**src/rtl/doodle_pkg.sv**
```systemverilog
// Screen/block geometry defaults and the collision-scan FSM state type.
// Shared by the scanner top and its hit-check datapath; holds no logic.
package doodle_pkg;

   localparam int DEF_SCREEN_WIDTH  = 400;
   localparam int DEF_SCREEN_HEIGHT = 700;
   localparam int DEF_BLOCK_WIDTH   = 40;
   localparam int DEF_BLOCK_HEIGHT  = 5;
   localparam int DEF_DOODLE_WIDTH  = 20;

   localparam int DEF_BLOCK_IN_WIDTH  = DEF_SCREEN_WIDTH / DEF_BLOCK_WIDTH;
   localparam int DEF_BLOCK_IN_HEIGHT = DEF_SCREEN_HEIGHT / DEF_BLOCK_HEIGHT;
   localparam int DEF_COUNT_BLOCKS    = DEF_BLOCK_IN_WIDTH * DEF_BLOCK_IN_HEIGHT;
   localparam int DEF_IDX_W           = $clog2(DEF_COUNT_BLOCKS);

   typedef enum logic [1:0] {
      IDLE = 2'd0,
      SCAN = 2'd1,
      HIT  = 2'd2,
      MISS = 2'd3
   } scan_state_t;

endpackage

```
**src/rtl/block_hit_check.sv**
```systemverilog
// Combinational landing test of the latched doodle feet against one block entry.
// Zero latency; 33-bit sums so edge comparisons near 2^32 never wrap.
module block_hit_check #(
   parameter int BLOCK_WIDTH  = 40,
   parameter int BLOCK_HEIGHT = 5,
   parameter int DOODLE_WIDTH = 20
) (
   input  logic [31:0] doodle_x,
   input  logic [31:0] doodle_y,
   input  logic        falling,
   input  logic [31:0] block_x,
   input  logic [31:0] block_y,
   input  logic        block_active,
   output logic        hit
);

   logic [32:0] feet_right;
   logic [32:0] block_right;
   logic [32:0] block_bottom;
   logic        x_overlap;
   logic        y_overlap;

   assign feet_right   = {1'b0, doodle_x} + 33'(DOODLE_WIDTH);
   assign block_right  = {1'b0, block_x} + 33'(BLOCK_WIDTH);
   assign block_bottom = {1'b0, block_y} + 33'(BLOCK_HEIGHT);

   // Touching edges (feet right edge == block left edge) is not a landing.
   assign x_overlap = (feet_right > {1'b0, block_x}) && ({1'b0, doodle_x} < block_right);
   assign y_overlap = (block_y <= doodle_y) && ({1'b0, doodle_y} <= block_bottom);

   assign hit = block_active && falling && x_overlap && y_overlap;

endmodule

```
**src/rtl/block_collision_scanner.sv**
```systemverilog
// Per-frame scan of the block table (one entry per cycle) reporting the first landing block.
// Hit at index k reported k+2 cycles after start; full miss at COUNT_BLOCKS+1; start while busy is dropped.
module block_collision_scanner
   import doodle_pkg::*;
#(
   parameter int SCREEN_WIDTH     = DEF_SCREEN_WIDTH,
   parameter int SCREEN_HEIGHT    = DEF_SCREEN_HEIGHT,
   parameter int BLOCK_WIDTH      = DEF_BLOCK_WIDTH,
   parameter int BLOCK_HEIGHT     = DEF_BLOCK_HEIGHT,
   parameter int DOODLE_WIDTH     = DEF_DOODLE_WIDTH,
   localparam int BLOCK_IN_WIDTH  = SCREEN_WIDTH / BLOCK_WIDTH,
   localparam int BLOCK_IN_HEIGHT = SCREEN_HEIGHT / BLOCK_HEIGHT,
   localparam int COUNT_BLOCKS    = BLOCK_IN_WIDTH * BLOCK_IN_HEIGHT,
   localparam int IDX_W           = $clog2(COUNT_BLOCKS)
) (
   input  logic             clk,
   input  logic             reset,
   input  logic             start,
   input  logic [31:0]      doodleX,
   input  logic [31:0]      doodleY,
   input  logic             falling,
   input  logic             newView,
   output logic [IDX_W-1:0] blockIndex,
   input  logic [31:0]      blockX,
   input  logic [31:0]      blockY,
   input  logic             blockActive,
   output logic [31:0]      collisionX,
   output logic [31:0]      collisionY,
   output logic             hasCollide,
   output logic             busy,
   output logic             done
);

   localparam int ROW_W = (BLOCK_IN_HEIGHT > 1) ? $clog2(BLOCK_IN_HEIGHT) : 1;
   localparam int COL_W = (BLOCK_IN_WIDTH > 1) ? $clog2(BLOCK_IN_WIDTH) : 1;

   scan_state_t      state_q;
   scan_state_t      state_d;
   logic [ROW_W-1:0] row_q;
   logic [COL_W-1:0] col_q;
   logic [IDX_W-1:0] idx_q;
   logic [31:0]      lat_x_q;
   logic [31:0]      lat_y_q;
   logic             lat_falling_q;
   logic [COL_W-1:0] coll_col_q;
   logic [ROW_W-1:0] coll_row_q;

   logic             entry_hit;
   logic             last_entry;
   logic             clear_cnt;
   logic             advance_cnt;
   logic             load_hit;
   logic             accept_start;

   block_hit_check #(
      .BLOCK_WIDTH  (BLOCK_WIDTH),
      .BLOCK_HEIGHT (BLOCK_HEIGHT),
      .DOODLE_WIDTH (DOODLE_WIDTH)
   ) u_hit_check (
      .doodle_x     (lat_x_q),
      .doodle_y     (lat_y_q),
      .falling      (lat_falling_q),
      .block_x      (blockX),
      .block_y      (blockY),
      .block_active (blockActive),
      .hit          (entry_hit)
   );

   assign last_entry   = (idx_q == IDX_W'(COUNT_BLOCKS - 1));
   assign accept_start = (state_q == IDLE) && start;

   always_comb begin
      state_d     = state_q;
      clear_cnt   = 1'b0;
      advance_cnt = 1'b0;
      load_hit    = 1'b0;
      case (state_q)
         IDLE: begin
            if (start) begin
               state_d   = SCAN;
               clear_cnt = 1'b1;
            end
         end
         SCAN: begin
            // A table refresh invalidates everything already walked, including a same-cycle hit.
            if (newView) begin
               clear_cnt = 1'b1;
            end else if (entry_hit) begin
               state_d  = HIT;
               load_hit = 1'b1;
            end else if (last_entry) begin
               state_d = MISS;
            end else begin
               advance_cnt = 1'b1;
            end
         end
         HIT:     state_d = IDLE;
         MISS:    state_d = IDLE;
         default: state_d = IDLE;
      endcase
   end

   always_ff @(posedge clk) begin
      if (reset) begin
         state_q       <= IDLE;
         row_q         <= '0;
         col_q         <= '0;
         idx_q         <= '0;
         lat_x_q       <= '0;
         lat_y_q       <= '0;
         lat_falling_q <= 1'b0;
         coll_col_q    <= '0;
         coll_row_q    <= '0;
      end else begin
         state_q <= state_d;
         if (clear_cnt) begin
            row_q <= '0;
            col_q <= '0;
            idx_q <= '0;
         end else if (advance_cnt) begin
            idx_q <= idx_q + IDX_W'(1);
            if (row_q == ROW_W'(BLOCK_IN_HEIGHT - 1)) begin
               row_q <= '0;
               col_q <= col_q + COL_W'(1);
            end else begin
               row_q <= row_q + ROW_W'(1);
            end
         end
         if (accept_start) begin
            lat_x_q       <= doodleX;
            lat_y_q       <= doodleY;
            lat_falling_q <= falling;
         end
         if (load_hit) begin
            coll_col_q <= col_q;
            coll_row_q <= row_q;
         end
      end
   end

   assign blockIndex = idx_q;
   assign collisionX = 32'(coll_col_q);
   assign collisionY = 32'(coll_row_q);
   assign hasCollide = (state_q == HIT);
   assign done       = (state_q == HIT) || (state_q == MISS);
   assign busy       = (state_q != IDLE);

endmodule

```
**config.mk**
```make
export PLATFORM = sky130hd
export DESIGN_NAME = block_collision_scanner
export DESIGN_NICKNAME = d
export VERILOG_FILES = /design/src/rtl/doodle_pkg.sv /design/src/rtl/block_hit_check.sv /design/src/rtl/block_collision_scanner.sv
export SDC_FILE = /design/constraint.sdc
export NUM_CORES = 1
export LEC_CHECK = 0
export CAP_MARGIN = 30
export CORE_ASPECT_RATIO = 0.75
export CORE_UTILIZATION = 51
export CTS_CLUSTER_DIAMETER = 30
export CTS_CLUSTER_SIZE = 8
export DETAILED_ROUTE_END_ITERATION = 8
export GPL_ROUTABILITY_DRIVEN = 0
export MAX_ROUTING_LAYER = met4
export PLACE_DENSITY = 0.79
export SETUP_SLACK_MARGIN = 0.4
export SYNTH_ARGS = -nofsm -noshare
export SYNTH_HDL_FRONTEND = slang
export SYNTH_SLANG_ARGS = --single-unit
```
**constraint.sdc**
```tcl
create_clock -name clk -period 5.5 [get_ports clk]
set_clock_uncertainty 0.1 [all_clocks]
set_input_delay 1.1 -clock clk [delete_from_list [all_inputs] [get_ports clk]]
set_output_delay 1.1 -clock clk [all_outputs]
set_load 0.005 [all_outputs]
```
After elaboration in Yosys (flattened, before gate mapping)
Cells that the tools add are included.
{"block": "classes", "n_addsub": 6, "order_cmp": 4, "n_eq_ne": 8, "n_mux": 16, "reduce_logical": 13}
{"cell": "$add A32 B3 Y33 const B", "n": 1}
{"cell": "$add A32 B5 Y33 const B", "n": 1}
{"cell": "$add A32 B6 Y33 const B", "n": 1}
{"cell": "$gt A33 B32 Y1", "n": 1}
{"cell": "$le A32 B33 Y1", "n": 1}
{"cell": "$lt A32 B33 Y1", "n": 1}
{"cell": "$le A32 B32 Y1", "n": 1}
{"cell": "$add A11 B1 Y11 const B", "n": 1}
{"cell": "$eq A11 B11 Y1 const B", "n": 1}
{"cell": "$mux W1", "n": 9}
{"cell": "$add A8 B1 Y8 const B", "n": 1}
{"cell": "$eq A8 B8 Y1 const B", "n": 1}
{"cell": "$mux W2", "n": 4}
{"cell": "$mux W8", "n": 1}
{"cell": "$logic_and A1 B1 Y1", "n": 6}
{"cell": "$pmux W2 S3", "n": 1}
{"cell": "$add A4 B1 Y4 const B", "n": 1}
{"cell": "$eq A2 B2 Y1 const B", "n": 2}
{"cell": "$ne A2 B2 Y1 const B", "n": 2}
{"cell": "$reduce_or A2 Y1", "n": 2}
{"cell": "$ne A3 B3 Y1 const B", "n": 1}
{"cell": "$reduce_and A3 Y1", "n": 1}
{"cell": "$eq A2 B1 Y1 const B", "n": 1}
{"cell": "$logic_not A2 Y1", "n": 1}
{"cell": "other kinds (4)", "n": 4}
{"block": "totals", "register_bits": 102, "in_bits": 134, "output_inout_bits": 78, "elab_cells": 56}

Logic depth before layout (Yosys ltp)
{"block": "logic_depth", "depth_word": 9, "mapped_depth": 20}

Modules after synthesis
From an unflattened synthesis, not the netlist that was laid out.
{"block": "hier_totals", "cells_unflattened": 1164, "hier_area_um2": 8909.8}
{"mod": "block_hit_check", "instances": 1, "cells_each": 627, "area_per_inst_um2": 4583.1, "seq_area_each_um2": 0.0}
{"mod": "block_collision_scanner", "instances": 1, "cells_each": 537, "area_per_inst_um2": 4326.6, "seq_area_each_um2": 2042.0}

Least setup slack after synthesis
OpenSTA, ideal clock, no wires.
{"block": "synth_path", "path_type": "in2reg", "from": "input blockX[6]", "to": "register row_q[6]", "setup_time_ns": 0.070, "t_arrival_ns": 4.573, "required_time_ns": 5.330, "setup_slack_ns": 0.757, "cell_stages": 17, "n_path_buf": 1, "cell_sequence": "inv_1 -> nor4_1 -> nand3_1 -> nor2_1 -> nand4_1 -> xnor2_1 -> ha_1 -> and3_1 -> nand2_1 -> o21ai_0 -> a31oi_1 -> a31o_2 -> o22ai_1 -> nor3_1 -> buf_4 -> or4b_2 -> a21oi_1"}
{"block": "synth_between", "elab_chain_len": 8, "word_cells_on_any_way": 9}
{"item": "start: declaration", "line_no": "block_collision_scanner.sv:24", "text": "input logic [31:0] blockX,"}
{"item": "$add A32 B6 Y33", "line_no": "block_hit_check.sv:24", "text": "assign block_right = {1'b0, block_x} + 33'(BLOCK_WIDTH);"}
{"item": "$lt A32 B33 Y1", "line_no": "block_hit_check.sv:28", "text": "assign x_overlap = (feet_right > {1'b0, block_x}) && ({1'b0, doodle_x} < block_right);"}
{"item": "$logic_and A1 B1 Y1 (*)", "line_no": "block_hit_check.sv:28"}
{"item": "$logic_and A1 B1 Y1 (*) (2 in a row)", "line_no": "block_hit_check.sv:31", "text": "assign hit = block_active && falling && x_overlap && y_overlap;"}
{"item": "$mux W1 (*)", "line_no": "block_collision_scanner.sv:88", "text": "end else if (entry_hit) begin"}
{"item": "$mux W1 (*)", "line_no": "block_collision_scanner.sv:86", "text": "if (newView) begin"}
{"item": "$mux W1 (*)", "line_no": "block_collision_scanner.sv:77", "text": "case (state_q)"}
{"item": "end signal: assignment", "line_no": "block_collision_scanner.sv:126", "text": "row_q <= row_q + ROW_W'(1);"}
{"item": "end: declaration", "line_no": "block_collision_scanner.sv:39", "text": "logic [ROW_W-1:0] row_q;"}
Every way passes the cells marked *; elsewhere a longest branch is shown, timed or not.
A chain may end at the register's enable or synchronous reset.

Worst setup path in the final report
{"block": "layout_path", "from": "input blockX[9]", "to": "register coll_row_q[6]"}
{"block": "layout_between", "elab_chain_len": 8, "word_cells_on_any_way": 9}
{"item": "$add A32 B6 Y33", "line_no": "block_hit_check.sv:24"}
{"item": "$lt A32 B33 Y1", "line_no": "block_hit_check.sv:28"}
{"item": "$logic_and A1 B1 Y1 (*)", "line_no": "block_hit_check.sv:28"}
{"item": "$logic_and A1 B1 Y1 (*) (2 in a row)", "line_no": "block_hit_check.sv:31"}
{"item": "$mux W1 (*)", "line_no": "block_collision_scanner.sv:88"}
{"item": "$mux W1 (*)", "line_no": "block_collision_scanner.sv:86"}
{"item": "$mux W1 (*)", "line_no": "block_collision_scanner.sv:77"}
{"item": "end signal: assignment", "line_no": "block_collision_scanner.sv:136", "text": "coll_row_q <= row_q;"}
{"item": "end: declaration", "line_no": "block_collision_scanner.sv:46", "text": "logic [ROW_W-1:0] coll_row_q;"}
Marks and branches as above.

==> flow_summary.toml <==
[outcome]
status = "finished, final reports clean"

[clocking]
numCtsBuffers = 9
insertion_delay_ps = 350
clk_transition_reported_paths_ps = 80
clockBufferDepth = 2
cts_tree = "done"
holdBufCountCts = 0
htreeDepth = 3
clock_sinks = 102
cts-root-buf = "clkbuf_16"

[min_path]
hold_path_class = "reg -> reg"

[floorplan]
pin_count = 212
die_y_um = 116.2
fp.dieArea_mm2 = 0.01791
dieWidth_um = 154.2
start_util_pct = 52.35
core_area_mm2 = 0.01693
placementRows = 41

[setup_path]
timing.rr.start = "lat_x_q[2]$_SDFFE_PP0P_"
worstSetupStartpointType = "input port"
crit_required_ps = 5600
cp-startpoint = "blockX[9]"
worst_setup_path_end_kind = "flop"
worstPathMaxFanout = 18
reg2reg_depth = 18
worst-r2r-setup-slack_ps = 740
critPathKind = "in -> reg"
cp.arrival_ps = 5030
r2r_end = "row_q[6]$_SDFFE_PP0P_"
cp-endpoint = "coll_row_q[6]$_SDFFE_PP0P_"

[synth]
synth_ff_type = "dfxtp_1"
syn-cell-area_mm2 = 0.008862
ys_seq_area_share_pct = 23.04
yosys.area.top_type = "dfxtp_1"
ys_types = 63
yosysTopAreaCellShare_pct = 23.04
yosys-top-cells-count = "nand2_1, a21oi_1, ha_1, dfxtp_1, inv_1"
netlist_instances = 1170
synth.area.top_cells = "dfxtp_1, ha_1, nand2_1, a21oi_1, xnor2_1"
yosysMostFrequentCell = "nand2_1"
async_flop_share_pct = 0
synth_edf_count = 0
avgSynthCellArea_um2 = 7.575
synth-seq-cells = 102
yosys_warnings = 0

[final_layout]
final_cells = 1557
drive_gt1_share_pct = 6.781
final_util_pct = 65.49
fillers = 1488
area_growth_pct = 25.10
fin_nets = 1603
stdcell_area_mm2 = 0.01109
antenna_cells = 0

[route]
wl_per_cell_um = 15.46
detail-route-antenna-nets = 0
via_per_inst = 5.556
routed_wirelength_um = 24070
num_vias = 8650
route.detailed.drc = 0
firstDrtPassIters = 5
drtIter0Drc = 540

[timing]
finalHoldViolCount = 0
drv_slew = 0
relSlewSlack_pct = 35.32
final-setup-viol-count = 0
period_minus_slack_ps = 4935
fmax_mhz = 202.6
worst_slew_pin_slew_ps = 961.3
finalCritPeriodShare_pct = 89.73
rsz0062_at_grt = "true"
holdWs_ps = 366.5

[global_route]
grt_pass1_vias = 7824
grt_first_pass_wirelength_um = 38360
grt_max_degree = 82
grt-ovfl-total = 0
antenna_found_initial = 0
grt_use_total_pct = 27.74

[power]
p_switching_mw = 0.5834
leakagePower_nw = 4.577
comb_power_share_pct = 25.0
power_mw = 1.939
clock_power_share_pct = 33.7
p_seq_share_pct = 41.3
power.density_mw_per_mm2 = 174.9
p_int_mw = 1.355
switching_share_pct = 30.09
irDropWorstVdd_v = 0.0001489

[placed_design]
dpl.cell_count = 1540
portBuffers = 159
placed_area_mm2 = 0.01063
place.detailed.hpwl_um = 18850

[run]
maxCapViolCount = 0
per-layer routing:
metal | GRT usage [%] | vias to the layer above | part of all wire, %
met5 | - | - | 0
met4 | 6.933 | 0 | 1.3
met3 | 3.859 | 21 | 6.3
met2 | 43.03 | 270 | 44
met1 | 38.09 | 4008 | 48
li1 | - | 4351 | -
stage by stage:
stage          worst slack (ps)  TNS, ps
4_1_cts                   419.3        0
3_5_place_dp             -7.253   -7.253
6_report                  564.9        0
3_3_place_gp              118.9        0
2_1_floorplan             756.5        0
5_1_grt                   339.0        0
worst min-delay path by stage:
stage / start / end / cells past startpoint
after floorplan: lat_x_q[0]$_SDFFE_PP0P_ / lat_x_q[0]$_SDFFE_PP0P_ / 2
after global placement: lat_x_q[0]$_SDFFE_PP0P_ / lat_x_q[0]$_SDFFE_PP0P_ / 2
after detailed placement: lat_x_q[1]$_SDFFE_PP0P_ / lat_x_q[1]$_SDFFE_PP0P_ / 2
after CTS: lat_x_q[1]$_SDFFE_PP0P_ / lat_x_q[1]$_SDFFE_PP0P_ / 2
after global routing: lat_y_q[19]$_SDFFE_PP0P_ / lat_y_q[19]$_SDFFE_PP0P_ / 2
final: lat_falling_q$_SDFFE_PP0P_ / lat_falling_q$_SDFFE_PP0P_ / 2
power groups by stage:
stage | Combinational [mW] | Clock (mW) | Sequential (mW)
6_report | 0.484 | 0.653 | 0.801
5_1_grt | 0.543 | 0.694 | 0.806
3_3_place_gp | 0.452 | 0 | 0.817
2_1_floorplan | 0.293 | 0 | 0.807
3_5_place_dp | 0.466 | 0 | 0.818
4_1_cts | 0.471 | 0.666 | 0.801
layout by cell type (no fill, tap or decap), types with 4 or more instances in the layout:
cell type        instances
inv_1                   82
nor3_2                   4
o21ai_0                 23
o211ai_1                 4
or2_2                    4
clkdlybuf4s50_1        155
nor3_1                  11
ha_1                   132
conb_1                  52
and3_4                   5
o31ai_1                  7
nor2_1                  45
a21oi_1                135
a221oi_1                 4
xor2_1                  30
a21o_1                  12
and3_1                  11
xnor2_1                 55
and4_1                   5
buf_4                   33
clkbuf_16                9
o21a_1                   4
nor2b_1                  7
nand4b_1                 5
nor4_1                   7
o21ai_1                 21
nand4_1                 33
nand2_1                194
or4_1                    8
and2_1                   4
nand3_1                 55
dfxtp_1                102
or3_1                    8
flip-flops by register name (all words and copies together), names as in the netlist, 2 cells and up:
signal and cells:
blockIndex 11, coll_row_q 8, row_q 8, state_q 2, coll_col_q 4, lat_y_q 32, lat_x_q 32, col_q 4
area by class of cell:
| type | instances | area, um^2 | share of cell area, % |
|---|---|---|---|
| multi-input combinational | 947 | 6279 | 56.63 |
| sequential | 102 | 2042 | 18.42 |
| timing repair buffer | 195 | 1893 | 17.07 |
| inverter | 82 | 307.8 | 2.776 |
| tap | 215 | 269.0 | 2.426 |
| clock buffer | 10 | 229.0 | 2.065 |
| clock inverter | 6 | 67.56 | 0.6094 |
critical path, stage by stage:
cell             delay [ps]
clkdlybuf4s50_1         490
and3_4                  180
and2_4                  140
and3_4                  180
nor2b_4                 140
and3_4                  200
nand2_2                  90
nor4_4                  300
xnor2_1                 170
ha_1                    260
and3_4                  160
a221oi_2                240
o21ai_2                  90
a31oi_1                 150
a31o_2                  170
o22ai_4                 100
buf_6                   160
or3_4                   340
buf_12                  160
o21ai_1                 130
a21oi_1                 100
what timing repair did:
action                                  4_1_cts  5_1_grt
pin swaps                                     0       17
endpoints found under the setup margin       11       34
buffers inserted                              0        1
gates resized for setup                       2       40
cell families after synthesis:
group	Yosys count	share of synthesized area (%)
flops	102	23.04
fa+ha+maj	132	18.64
compound gates	249	16.55
buf+inv	172	10.01
mux	1	0.1130
simple gates	428	23.21
xor+xnor	85	8.400
other cells	1	0.04231
(Power assumes the default switching activity.)
